**src/rtl/axi_lite_apb_pkg.sv**
```systemverilog
// Shared constants for the AXI-lite to APB bridge: FSM state codes, response codes,
// transfer kind and the ACCESS timeout length.
package axi_lite_apb_pkg;

    localparam logic [1:0] ST_IDLE   = 2'd0;
    localparam logic [1:0] ST_SETUP  = 2'd1;
    localparam logic [1:0] ST_ACCESS = 2'd2;
    localparam logic [1:0] ST_RESP   = 2'd3;

    typedef enum logic {
        XFER_WRITE = 1'b0,
        XFER_READ  = 1'b1
    } xfer_e;

    localparam logic [1:0] RESP_OKAY   = 2'b00;
    localparam logic [1:0] RESP_SLVERR = 2'b10;

    localparam int TIMEOUT_CYCLES = 256;

endpackage

```
**src/rtl/axi_lite_apb_arb.sv**
```systemverilog
// Two-request round-robin between AXI-lite write and read, with a last-grant register.
module axi_lite_apb_arb
    import axi_lite_apb_pkg::*;
(
    input  logic axi_clk,
    input  logic sys_reset,
    input  logic req_wr,
    input  logic req_rd,
    output logic gnt_wr,
    output logic gnt_rd
);

    xfer_e last_kind;

    // Only contested grants move the pointer, so an uncontested grant never
    // changes who wins the next tie.
    always_comb begin
        gnt_wr = req_wr && (!req_rd || (last_kind == XFER_READ));
        gnt_rd = req_rd && (!req_wr || (last_kind == XFER_WRITE));
    end

    always_ff @(posedge axi_clk) begin
        if (sys_reset) begin
            last_kind <= XFER_READ;
        end else if (req_wr && req_rd) begin
            last_kind <= gnt_wr ? XFER_WRITE : XFER_READ;
        end
    end

endmodule

```
**src/rtl/axi_lite_to_apb_bridge.sv**
```systemverilog
// AXI-lite target to APB4 initiator, one transfer in flight (IDLE/SETUP/ACCESS/RESP).
// Define AXI_LITE_TO_APB_TIMEOUT_EN to bound ACCESS to TIMEOUT_CYCLES and answer SLVERR.
`ifndef AW_AXI
`define AW_AXI 32
`endif
`ifndef DW_AXI
`define DW_AXI 64
`endif
`ifndef AW_APB
`define AW_APB 16
`endif
`ifndef DW_APB
`define DW_APB 64
`endif

module axi_lite_to_apb_bridge
    import axi_lite_apb_pkg::*;
#(
    parameter int AW_AXI = `AW_AXI,
    parameter int DW_AXI = `DW_AXI,
    parameter int AW_APB = `AW_APB,
    parameter int DW_APB = `DW_APB
) (
    input  logic                  axi_clk,
    input  logic                  sys_reset,

    input  logic [AW_AXI-1:0]     s_axi_awaddr,
    input  logic [2:0]            s_axi_awprot,
    input  logic                  s_axi_awvalid,
    output logic                  s_axi_awready,
    input  logic [DW_AXI-1:0]     s_axi_wdata,
    input  logic [DW_AXI/8-1:0]   s_axi_wstrb,
    input  logic                  s_axi_wvalid,
    output logic                  s_axi_wready,
    output logic [1:0]            s_axi_bresp,
    output logic                  s_axi_bvalid,
    input  logic                  s_axi_bready,
    input  logic [AW_AXI-1:0]     s_axi_araddr,
    input  logic [2:0]            s_axi_arprot,
    input  logic                  s_axi_arvalid,
    output logic                  s_axi_arready,
    output logic [DW_AXI-1:0]     s_axi_rdata,
    output logic [1:0]            s_axi_rresp,
    output logic                  s_axi_rvalid,
    input  logic                  s_axi_rready,

    output logic [AW_APB-1:0]     m_apb_paddr,
    output logic [2:0]            m_apb_pprot,
    output logic                  m_apb_psel,
    output logic                  m_apb_penable,
    output logic                  m_apb_pwrite,
    output logic [DW_APB-1:0]     m_apb_pwdata,
    output logic [DW_APB/8-1:0]   m_apb_pstrb,
    input  logic                  m_apb_pready,
    input  logic [DW_APB-1:0]     m_apb_prdata,
    input  logic                  m_apb_pslverr
);

    logic [1:0] state;
    logic       idle;
    logic       wr_req;
    logic       rd_req;
    logic       gnt_wr;
    logic       gnt_rd;
    logic       access_done;
    logic       tmo_hit;
    logic [1:0] done_resp;

    // Readies are combinational so the accept cycle is the cycle the request is seen.
    assign idle   = (state == ST_IDLE) && !sys_reset;
    assign wr_req = idle && s_axi_awvalid && s_axi_wvalid;
    assign rd_req = idle && s_axi_arvalid;

    axi_lite_apb_arb u_arb (
        .axi_clk   (axi_clk),
        .sys_reset (sys_reset),
        .req_wr    (wr_req),
        .req_rd    (rd_req),
        .gnt_wr    (gnt_wr),
        .gnt_rd    (gnt_rd)
    );

    assign s_axi_awready = gnt_wr;
    assign s_axi_wready  = gnt_wr;
    assign s_axi_arready = gnt_rd;

`ifdef AXI_LITE_TO_APB_TIMEOUT_EN
    localparam int TMO_W = $clog2(TIMEOUT_CYCLES);
    logic [TMO_W-1:0] tmo_cnt;

    assign tmo_hit = (tmo_cnt == '0);

    always_ff @(posedge axi_clk) begin
        if (sys_reset) begin
            tmo_cnt <= '0;
        end else if (state == ST_SETUP) begin
            tmo_cnt <= TMO_W'(TIMEOUT_CYCLES - 1);
        end else if ((state == ST_ACCESS) && !m_apb_pready && !tmo_hit) begin
            tmo_cnt <= tmo_cnt - 1'b1;
        end
    end
`else
    assign tmo_hit = 1'b0;
`endif

    // A timeout completes ACCESS without pready and is reported as SLVERR.
    assign access_done = m_apb_pready || tmo_hit;
    assign done_resp   = (!m_apb_pready || m_apb_pslverr) ? RESP_SLVERR : RESP_OKAY;

    always_ff @(posedge axi_clk) begin
        if (sys_reset) begin
            state         <= ST_IDLE;
            m_apb_paddr   <= '0;
            m_apb_pprot   <= '0;
            m_apb_psel    <= 1'b0;
            m_apb_penable <= 1'b0;
            m_apb_pwrite  <= 1'b0;
            m_apb_pwdata  <= '0;
            m_apb_pstrb   <= '0;
            s_axi_bvalid  <= 1'b0;
            s_axi_bresp   <= RESP_OKAY;
            s_axi_rvalid  <= 1'b0;
            s_axi_rresp   <= RESP_OKAY;
            s_axi_rdata   <= '0;
        end else begin
            case (state)
                ST_IDLE: begin
                    if (gnt_wr) begin
                        state        <= ST_SETUP;
                        m_apb_psel   <= 1'b1;
                        m_apb_pwrite <= 1'b1;
                        m_apb_paddr  <= s_axi_awaddr[AW_APB-1:0];
                        m_apb_pprot  <= s_axi_awprot;
                        m_apb_pwdata <= s_axi_wdata;
                        m_apb_pstrb  <= s_axi_wstrb;
                    end else if (gnt_rd) begin
                        state        <= ST_SETUP;
                        m_apb_psel   <= 1'b1;
                        m_apb_pwrite <= 1'b0;
                        m_apb_paddr  <= s_axi_araddr[AW_APB-1:0];
                        m_apb_pprot  <= s_axi_arprot;
                        m_apb_pwdata <= '0;
                        m_apb_pstrb  <= '0;
                    end
                end
                ST_SETUP: begin
                    state         <= ST_ACCESS;
                    m_apb_penable <= 1'b1;
                end
                ST_ACCESS: begin
                    if (access_done) begin
                        state         <= ST_RESP;
                        m_apb_psel    <= 1'b0;
                        m_apb_penable <= 1'b0;
                        if (m_apb_pwrite) begin
                            s_axi_bvalid <= 1'b1;
                            s_axi_bresp  <= done_resp;
                        end else begin
                            s_axi_rvalid <= 1'b1;
                            s_axi_rresp  <= done_resp;
                            s_axi_rdata  <= m_apb_pready ? m_apb_prdata : '0;
                        end
                    end
                end
                default: begin
                    if ((s_axi_bvalid && s_axi_bready) || (s_axi_rvalid && s_axi_rready)) begin
                        state        <= ST_IDLE;
                        s_axi_bvalid <= 1'b0;
                        s_axi_rvalid <= 1'b0;
                    end
                end
            endcase
        end
    end

    if (AW_AXI > AW_APB) begin : g_addr_trunc
        logic unused_addr_bits;
        assign unused_addr_bits = ^{s_axi_awaddr[AW_AXI-1:AW_APB], s_axi_araddr[AW_AXI-1:AW_APB]};
    end

endmodule

```
**config.mk**
```make
export PLATFORM = sky130hd
export DESIGN_NAME = axi_lite_to_apb_bridge
export DESIGN_NICKNAME = d
export VERILOG_FILES = /design/src/rtl/axi_lite_apb_pkg.sv /design/src/rtl/axi_lite_apb_arb.sv /design/src/rtl/axi_lite_to_apb_bridge.sv
export SDC_FILE = /design/constraint.sdc
export NUM_CORES = 1
export LEC_CHECK = 0
export ABC_AREA = 1
export BUFFER_PORTS_ARGS = -buffer_cell sky130_fd_sc_hd__buf_2
export CAP_MARGIN = 15
export CORE_ASPECT_RATIO = 0.75
export CORE_MARGIN = 5
export CORE_UTILIZATION = 25
export CTS_CLUSTER_SIZE = 14
export DETAILED_ROUTE_END_ITERATION = 8
export PLACE_DENSITY = 0.52
export REMOVE_ABC_BUFFERS = 1
export SLEW_MARGIN = 40
export SYNTH_ARGS = -nofsm -noshare
export SYNTH_HDL_FRONTEND = slang
export SYNTH_SLANG_ARGS = --single-unit
```
**constraint.sdc**
```tcl
create_clock -name axi_clk -period 2 [get_ports axi_clk]
set_input_delay 0.2 -clock axi_clk [delete_from_list [all_inputs] [get_ports axi_clk]]
set_output_delay 0.2 -clock axi_clk [all_outputs]
set_load 0.01 [all_outputs]
```
==> key figures, run 1 <==
Status
  – Outcome: finished, final reports clean

Yosys
  – Top cells by area, synth: dfxtp_1 55%, nand2_1 13%, nor2_1 8.6%
  – Post-synth EDFFs: 0
  – Synth Register Bits: 165
  – Avg Cell Area, Syn: just under 8 sq um
  – Synth Instances: 778
  – Ys flop type: dfxtp_1
  – FFs w/ async S/R, synth: 0
  – Synth top area share: 0.551
  – Cell Area, Synth: between 5000 and 6000 sq um
  – Yosys warning count: 0
  – Synth unique cells: 22
  – Largest area contributor in the netlist: dfxtp_1
  – Sequential area share after synthesis: 0.551

Die
  – # rows: between 40 and 50
  – Core ar.: 23,800 sq um
  – Io pins: ~380
  – Die Ht: approximately 140 um
  – Starting density of the core: 0.252
  – Die width: 189 um
  – DIE AREA: about 27,000 sq um

STA
  – Final period utilization: 0.917
  – Skew final: around 0.0086 ns
  – Worst Tran Pin Value: a little over 0.6 ns
  – RSZ-0062 raised after global routing: false
  – F_max: 545 MHz
  – Relative slew slack: 0.592
  – Endpoints failing hold: 0
  – Max-slew violations: 0
  – Fin crit period: ~1.8 ns
  – Final setup viols: 0

Layout
  – Synth-to-layout area growth: 58.0%
  – Diode count: 0
  – Layout cell share with drive strength beyond 1: 0.343
  – Most frequent cells in the layout: 347 x buf_2, 201 x nand2_1, 165 x dfxtp_1
  – Most common cell after layout, fill and taps aside: buf_2
  – FILL cells: between 2k and 2.5k
  – Nets: ~1.4k
  – Fin area: between 9000 and 10,000 sq um

Power
  – Power Dens Cells: 1020 nW/um^2
  – Leakage: around 4.7 nW
  – Tot Pwr: 9.71 mW
  – VDD IR max: around 0.60 mV

Worst setup path
  – Setup slack, reg-to-reg: 0.23 ns
  – Crit path largest cell delay: roughly 0.33 ns
  – Max FO, Critical Path: 4
  – CP required: roughly 1.8 ns
  – Crit Path Class: register to primary output
  – CP bufs+invs: 4
  – Startpoint Class: register
  – Slowest CP cell: dfxtp_1
  – CP Cell Sequence: inv_1, ha_1, inv_2, nor2_2, nand3_2, inv_8, buf_2
  – FF-to-FF End: m_apb_pwdata[39]$_SDFFE_PP0P_
  – R2r startpoint: state[0]$_SDFFE_PP0P_
  – CP top delay family: buffers and inverters
  – Worst Path Arrival: ~1.6 ns
  – CP endpoint kind: primary output
  – Reg2Reg Depth: 11

Global routing
  – Largest net degree at the start of global routing: 89
  – Number of global-route vias before repair: 6,266
  – Antenna violations before repair: 0
  – Grt ovf: 0
  – GRT Total Usage: 0.151
  – First-pass GRT wire length: about 33,000 um

Clocking
  – Clock-pin transition on the worst setup and hold timing paths: approximately 0.070 ns
  – CTS Root Cell: clkbuf_16
  – Htree depth: 4
  – Clock sink total: around 170
  – CTS tree: yes
  – Skew-Pair Late Insertion Delay: between 0.4 and 0.5 ns
  – Num CTS Buffers: 17
  – CTS Buffer Depth: 2

Worst hold path
  – Worst min path class: input pin to register
  – Hold endpoint: s_axi_rdata[18]$_SDFFE_PP0P_
  – Hold depth: 3
  – Min-delay src: m_apb_prdata[18]

Job
  – Max cap viols: 0

Placed design
  – Post-place instance area: approximately 8100 sq um
  – GP Congestion: roughly 0.76
  – Port bufs: about 350
  – DP HPWL: approximately 15,000 um

Route
  – Post-DR wirelength/cell: ~14 um
  – Drt pass-1 iters: 4
  – Vias: 6,418
  – Residual DRC: 0
  – Vias/cell: around 4.3
  – Post-route ant nets: 0
  – Post-Route WL: between 20,000 and 25,000 um
  – Iter 0 DRT Violations: 299
==> worst register-to-register path: cells and delay by family, from the launching register on <==
| family | cells | cell delay [ns] |
|---|---|---|
| compound gates | 1 | 0.14 |
| simple gates | 5 | 0.42 |
| buf+inv | 4 | 0.56 |
| flops | 1 | 0.35 |
| fa+ha+maj | 1 | 0.22 |
==> per-stage QoR <==
step / hold slack, ns / util / setup TNS [ns] / setup WS, ns / std cells
after CTS: 0.0000458 / 0.398 / 0 / 0.107 / 1503
final: 0.0265 / 0.398 / 0 / 0.166 / 1503
after detailed placement: 0.427 / 0.339 / 0 / 0.133 / 1397
after global placement: 0.422 / 0.339 / 0 / 0.224 / 1397
after floorplan: 0.269 / - / -146.06 / -1.87 / 721
after global routing: 0.00183 / 0.398 / 0 / 0.0164 / 1503
==> flip-flops by register name, indices dropped and copies added (netlist names) <==
name / cells
m_apb_paddr: 16
m_apb_penable: 1
m_apb_pprot: 3
m_apb_psel: 1
m_apb_pstrb: 8
m_apb_pwdata: 64
m_apb_pwrite: 1
s_axi_bresp: 1
s_axi_bvalid: 1
s_axi_rdata: 64
s_axi_rresp: 1
s_axi_rvalid: 1
state: 2
u_arb.last_kind: 1
==> how the worst max path moves through the flow <==
| stage | from | to | slack (ns) | cells after the start |
|---|---|---|---|---|
| after floorplan | state[0]$_SDFFE_PP0P_ | s_axi_rvalid$_SDFFE_PP0P_ | -1.87 | 8 |
| after global placement | state[0]$_SDFFE_PP0P_ | m_apb_paddr[4]$_SDFFE_PP0P_ | 0.22 | 9 |
| after detailed placement | state[0]$_SDFFE_PP0P_ | m_apb_pwdata[19]$_SDFFE_PP0P_ | 0.13 | 9 |
| after CTS | state[0]$_SDFFE_PP0P_ | s_axi_awready | 0.11 | 7 |
| after global routing | state[1]$_SDFFE_PP0P_ | s_axi_awready | 0.02 | 7 |
| final | state[1]$_SDFFE_PP0P_ | s_axi_awready | 0.17 | 7 |
==> area by class of cell <==
type | instances | area (sq um) | area share
repair buffers | 446 | 2750 | 0.290
well taps | 306 | 383 | 0.0404
inverters | 13 | 56.3 | 0.00594
flip-flops and latches | 165 | 3300 | 0.349
clock inverters | 7 | 145 | 0.0153
clock buffers | 23 | 478 | 0.0504
multi-input cells | 543 | 2360 | 0.249
==> cell usage after synthesis, types with 2 or more instances <==
library cell,number
nor2_2,2
clkbuf_1,29
inv_1,9
dfxtp_1,165
nand3_1,7
nand2_2,2
o21ai_1,2
o21ai_0,84
buf_4,14
nor2_1,137
ha_1,3
buf_2,14
inv_2,4
nand2_1,201
a21oi_1,80
a31oi_1,19
==> power breakdown <==
group / switching (mW) / total, mW / internal (mW)
Combinational: 1.35 / 2.30 / 0.950
Clock: 1.35 / 3.53 / 2.19
Sequential: 0.180 / 3.87 / 3.69
==> timing repair <==
action / in CTS / in global routing
hold endpoints to repair: 75 / 0
buffers inserted: 1 / 0
hold buffers: 75 / 0
gates resized for setup: 3 / 1
setup endpoints to repair: 2 / 2
pin swaps: 0 / 0
==> cells by family (layout without fill, tap and decap cells) <==
logic type,Yosys count,after routing,synth area share
fa+ha+maj,3,3,0.00626
compound gates,186,186,0.160
flops,165,165,0.551
other cells,1,2,0.000625
simple gates,352,352,0.225
buf+inv,71,489,0.0574
==> layer usage <==
metal	track usage	wire (um)	up-vias	share of wire
met5	0	0	-	0
met4	0.0540	496	0	0.023
met3	0.0637	1910	29	0.089
met2	0.251	9840	243	0.46
met1	0.176	9300	2824	0.43
li1	-	-	3322	-
(Power assumes the default switching activity.)
==> inputs of run 2 (changes only) <==
--- a/config.mk
+++ b/config.mk
@@ -13,6 +13,7 @@
 export CORE_UTILIZATION = 25
 export CTS_CLUSTER_SIZE = 14
 export DETAILED_ROUTE_END_ITERATION = 8
+export HOLD_SLACK_MARGIN = 0.05
 export PLACE_DENSITY = 0.52
 export REMOVE_ABC_BUFFERS = 1
 export SLEW_MARGIN = 40
==> run 2 against run 1 <==
Sequential power about the same. First-iteration DRC count down 4.7%. Highest routed layer unchanged. Flip-flop and latch count unchanged.
==> key figures, run 2 (synthesized netlist as in run 1, its figures left out) <==
Status
  – Outcome: finished, final reports clean

Layout
  – Top Registers: m_apb_pwdata x64, s_axi_rdata x64, m_apb_paddr x16
  – Nets: 1,502
  – Layout cell share with drive strength beyond 1: 0.317
  – Fin area: around 10,000 sq um
  – FILL cells: around 2.3k
  – Most common cell after layout, fill and taps aside: buf_2
  – Most frequent cells in the layout: 347 x buf_2, 201 x nand2_1, 172 x dlygate4sd3_1
  – Synth-to-layout area growth: 74.5%

STA
  – RSZ-0062 raised after global routing: false
  – Final period utilization: 0.914
  – Max-slew violations: 0
  – F_max: 547 MHz
  – Final setup viols: 0
  – Endpoints failing hold: 0
  – Hold WS: 0.0760 ns
  – Skew final: 0.00872 ns
  – Fin crit period: between 1.5 and 2 ns

Worst setup path
  – Startpoint Class: register
  – Crit Path Class: register to primary output
  – Worst Path Arrival: approximately 1.6 ns
  – Setup slack, reg-to-reg: 0.20 ns
  – Max FO, Critical Path: 4
  – CP required: between 1.5 and 2 ns
  – CP endpoint kind: primary output

Die
  – Die Ht: between 100 and 150 um
  – Starting density of the core: 0.252
  – Die width: about 190 um
  – Io pins: ~380
  – Core ar.: roughly 24,000 sq um
  – DIE AREA: around 27,000 sq um
  – # rows: 49

Power
  – Clk pwr share: 0.358
  – Sw power: 2.93 mW
  – P_int: just under 7 mW
  – Switching share of total power: 0.296
  – Reg power frac: 0.392
  – Power Dens Cells: between 900 and 1000 nW/um^2
  – Leakage: 5.06 nW
  – Logic pwr share: 0.250
  – VDD IR max: 0.589 mV

Route
  – Post-route ant nets: 0
  – Iter 0 DRT Violations: ~290
  – Post-DR wirelength/cell: ~14 um
  – Vias: about 6.9k
  – Vias/cell: approximately 4.3
  – Post-Route WL: 22,800 um
  – Drt pass-1 iters: 4
  – Residual DRC: 0

Job
  – Max cap viols: 0

Clocking
  – Htree depth: 4
  – CTS tree: yes
  – Skew-Pair Late Insertion Delay: 0.42 ns
  – CTS Buffer Depth: 2
  – CTS Root Cell: clkbuf_16
  – Clock-pin transition on the worst setup and hold timing paths: ~0.070 ns
  – Num CTS Buffers: 17
  – Clock sink total: between 150 and 200

Global routing
  – Grt ovf: 0
  – GRT Total Usage: 0.160
  – First-pass GRT wire length: ~35,000 um
  – Met3 Usage GRT: 0.0586
  – Number of global-route vias before repair: 6,822
  – Antenna violations before repair: 1
  – Met2 GRT Util: 0.276
  – Largest net degree at the start of global routing: 89
  – Routing usage on met1: 0.186
  – Global routing's busiest layer: met2

Placed design
  – Port bufs: about 350
  – DP HPWL: 14,800 um
  – Post-place instance area: a little over 8000 sq um
  – GP Congestion: about 0.76

Worst hold path
  – Worst min path class: input pin to register
[run 2: per-stage QoR]
step	worst slack (ns)	setup TNS [ns]	utilization	power [mW]	instances
6_report	0.171	0	0.440	9.88	1602
4_1_cts	0.107	0	0.439	10.0	1600
3_5_place_dp	0.133	0	0.339	6.13	1397
3_3_place_gp	0.224	0	0.339	6.12	1397
2_1_floorplan	-1.87	-146.06	-	5.03	721
5_1_grt	0.0188	0	0.440	10.5	1602
[run 2: worst paths after layout]
path / from / endpoint / depth (start not counted)
setup / recovery: state[1]$_SDFFE_PP0P_ / s_axi_awready / 7
hold / removal: s_axi_wdata[19] / m_apb_pwdata[19]$_SDFFE_PP0P_ / 3
setup reg to reg: state[1]$_SDFFE_PP0P_ / m_apb_pwdata[12]$_SDFFE_PP0P_ / 11
hold reg to reg: s_axi_bresp[1]$_SDFFE_PP0P_ / s_axi_bresp[1]$_SDFFE_PP0P_ / 2
[run 2: worst max-delay path: stages, from the launching register on]
cell	delay (ns)
dfxtp_1	0.33
inv_1	0.08
ha_1	0.18
inv_2	0.05
nor2_2	0.11
nand3_2	0.18
inv_8	0.13
buf_2	0.14
[run 2: repair_timing]
| item | 4_1_cts | 5_1_grt |
|---|---|---|
| hold endpoints to repair | 157 | 0 |
| buffers inserted | 1 | 0 |
| gates resized for setup | 3 | 1 |
| setup endpoints to repair | 2 | 1 |
| hold buffers | 172 | 0 |
[run 2: routing by layer]
metal	wire length, um	up-vias
met2	10700	252
met5	0	-
met4	559	0
met1	9770	3068
li1	-	3520
met3	1740	34
[run 2: power by group through the flow]
stage	clock network [mW]	registers (mW)	logic, mW
global route	3.81	3.92	2.73
CTS	3.68	3.87	2.48
global placement	0	3.93	2.19
finish	3.54	3.87	2.47
floorplan	0	4.13	0.906
detailed placement	0	3.94	2.19
[run 2: area by class of cell]
class / instances / area [sq um] / area share
timing repair buffer: 544 / 3740 / 0.357
sequential: 165 / 3300 / 0.316
multi-input combinational: 543 / 2360 / 0.226
clock buffer: 23 / 478 / 0.0457
tap: 306 / 383 / 0.0366
clock inverter: 7 / 145 / 0.0139
inverter: 13 / 56.3 / 0.00538
antenna: 1 / 2.50 / 0.000239
==> inputs of run 3 (changes only) <==
--- a/config.mk
+++ b/config.mk
@@ -7,14 +7,14 @@
 export LEC_CHECK = 0
 export ABC_AREA = 1
 export BUFFER_PORTS_ARGS = -buffer_cell sky130_fd_sc_hd__buf_2
-export CAP_MARGIN = 15
+export CAP_MARGIN = 5
 export CORE_ASPECT_RATIO = 0.75
 export CORE_MARGIN = 5
 export CORE_UTILIZATION = 25
 export CTS_CLUSTER_SIZE = 14
 export DETAILED_ROUTE_END_ITERATION = 8
 export HOLD_SLACK_MARGIN = 0.05
-export PLACE_DENSITY = 0.52
+export PLACE_DENSITY_LB_ADDON = 0.3
 export REMOVE_ABC_BUFFERS = 1
 export SLEW_MARGIN = 40
 export SYNTH_ARGS = -nofsm -noshare
==> run 3 against run 2 <==
Flip-flop and latch count stayed put. Clock-buffer cell count is 1 lower. Highest routed layer unchanged. Critical path depth is 1 higher. Die area stayed put.
==> key figures, run 3 (synthesized netlist as in run 1, its figures left out) <==
Status
  – Outcome: finished, final reports clean

Power
  – P_int: about 6.6 mW
  – Tot Pwr: approximately 9.5 mW
  – Power Dens Cells: between 900 and 1000 nW/um^2
  – VDD IR max: 0.557 mV
  – Logic pwr share: 0.262
  – Clk pwr share: 0.330
  – Leakage: 5.00 nW
  – Reg power frac: 0.408
  – Switching share of total power: 0.310
  – Sw power: between 2 and 3 mW

Die
  – DIE AREA: between 20,000 and 30,000 sq um
  – Die Ht: 144 um
  – Io pins: between 300 and 400
  – Starting density of the core: 0.252
  – Core ar.: around 24,000 sq um
  – # rows: a little under 50
  – Die width: between 150 and 200 um

Layout
  – Synth-to-layout area growth: 72.9%
  – Post-layout util: 0.436
  – Top Registers: m_apb_pwdata x64, s_axi_rdata x64, m_apb_paddr x16
  – Nets: approximately 1.5k
  – Most common cell after layout, fill and taps aside: buf_2
  – Most frequent cells in the layout: 347 x buf_2, 201 x nand2_1, 174 x dlygate4sd3_1
  – Layout cell share with drive strength beyond 1: 0.313
  – Area taken by multi-input logic gates: between 2000 and 2500 sq um
  – Register area: about 3300 sq um
  – FILL cells: between 2k and 2.5k

Clocking
  – CTS Root Cell: clkbuf_16
  – Clock-pin transition on the worst setup and hold timing paths: around 0.060 ns
  – Clock sink total: ~170
  – CTS tree: yes
  – CTS Buffer Depth: 2
  – Num CTS Buffers: 17
  – Htree depth: 4
  – Skew-Pair Late Insertion Delay: between 0.4 and 0.5 ns

Worst setup path
  – Reg2Reg Depth: 9
  – CP required: around 1.8 ns
  – Critical Path End: s_axi_wready
  – FF-to-FF End: m_apb_paddr[14]$_SDFFE_PP0P_
  – Worst Path Arrival: 1.69 ns
  – Setup slack, reg-to-reg: approximately 0.20 ns
  – Startpoint Class: register
  – R2r startpoint: state[1]$_SDFFE_PP0P_
  – CP endpoint kind: primary output
  – Critical Path Source: state[1]$_SDFFE_PP0P_
  – Max FO, Critical Path: 16
  – Crit Path Class: register to primary output

Global routing
  – First-pass GRT wire length: ~35,000 um
  – Grt ovf: 0
  – GRT Total Usage: 0.161
  – Number of global-route vias before repair: just under 7k
  – Largest net degree at the start of global routing: 89
  – Antenna violations before repair: 1

Worst hold path
  – Worst min path class: input pin to register

Route
  – Drt pass-1 iters: 5
  – Vias/cell: 4.41
  – Post-Route WL: between 20,000 and 25,000 um
  – Residual DRC: 0
  – Vias: between 7k and 8k
  – Post-route ant nets: 0
  – Iter 0 DRT Violations: about 270
  – Post-DR wirelength/cell: between 10 and 15 um

Placed design
  – Port bufs: about 350
  – GP Congestion: 0.776
  – DP HPWL: 14,200 um
  – Setup WS pre-CTS: 0.187 ns

STA
  – Skew final: around 0.009 ns
  – Hold WS: between 0.08 and 0.09 ns
  – Max-slew violations: 0
  – Final setup viols: 0
  – Final period utilization: 0.947
  – Endpoints failing hold: 0
  – Worst Tran Pin Value: between 0.8 and 0.9 ns
  – Setup ws final: 0.105 ns
  – Fin crit period: about 1.9 ns
  – Relative slew slack: 0.450
  – F_max: roughly 530 MHz
  – Setup TNS: 0 ns

Job
  – Max cap viols: 0
-- run 3: worst max-delay path, stage by stage, from the launching register on --
cell and delay, ns:
dfxtp_1 0.33, inv_1 0.11, ha_4 0.17, inv_2 0.05
nor2_4 0.11, nand3_4 0.11, inv_4 0.08, buf_12 0.14
buf_2 0.15
-- run 3: final cells by class --
type / instances / area share
repair buffers: 535 / 0.356
flip-flops and latches: 165 / 0.318
multi-input cells: 543 / 0.230
clock buffers: 22 / 0.0457
well taps: 306 / 0.0369
clock inverters: 8 / 0.00724
inverters: 13 / 0.00495
diodes: 1 / 0.000241
-- run 3: worst min path at each step --
stage | start | end | slack [ns] | cells after the start
floorplan | sys_reset | m_apb_psel$_SDFFE_PP0P_ | 0.27 | 1
global placement | m_apb_prdata[29] | s_axi_rdata[29]$_SDFFE_PP0P_ | 0.42 | 3
detailed placement | m_apb_prdata[33] | s_axi_rdata[33]$_SDFFE_PP0P_ | 0.43 | 3
CTS | s_axi_awprot[1] | m_apb_pprot[1]$_SDFFE_PP0P_ | 0.05 | 3
global route | s_axi_awprot[1] | m_apb_pprot[1]$_SDFFE_PP0P_ | 0.08 | 3
finish | s_axi_awprot[1] | m_apb_pprot[1]$_SDFFE_PP0P_ | 0.08 | 3
-- run 3: stage by stage --
stage / cells / instance area [sq um]
global placement: 1385 / 7980
finish: 1593 / 10400
global route: 1593 / 10400
CTS: 1592 / 10400
floorplan: 721 / 5710
detailed placement: 1385 / 7980
-- run 3: metal layers --
layer / part of all wire / global-route usage / vias to the layer above
met4: 0.030 / 0.0663 / 0
met5: 0 / 0 / -
met3: 0.081 / 0.0613 / 50
li1: - / - / 3504
met1: 0.41 / 0.181 / 3188
met2: 0.48 / 0.278 / 282
-- run 3: power by group through the flow --
stage               sequential, mW  clock, mW  combinational (mW)
floorplan                     4.13          0               0.906
global placement              3.94          0                2.11
detailed placement            3.94          0                2.12
CTS                           3.88       3.27                2.49
global route                  3.93       3.40                2.76
finish                        3.89       3.15                2.50
-- run 3: what timing repair did --
action | CTS | global route
endpoints found under the hold margin | 158 | 0
gates cloned | 2 | 0
pin swaps | 0 | 0
endpoints found under the setup margin | 2 | 3
setup buffers | 1 | 0
hold buffers | 174 | 0
resized for setup | 3 | 3
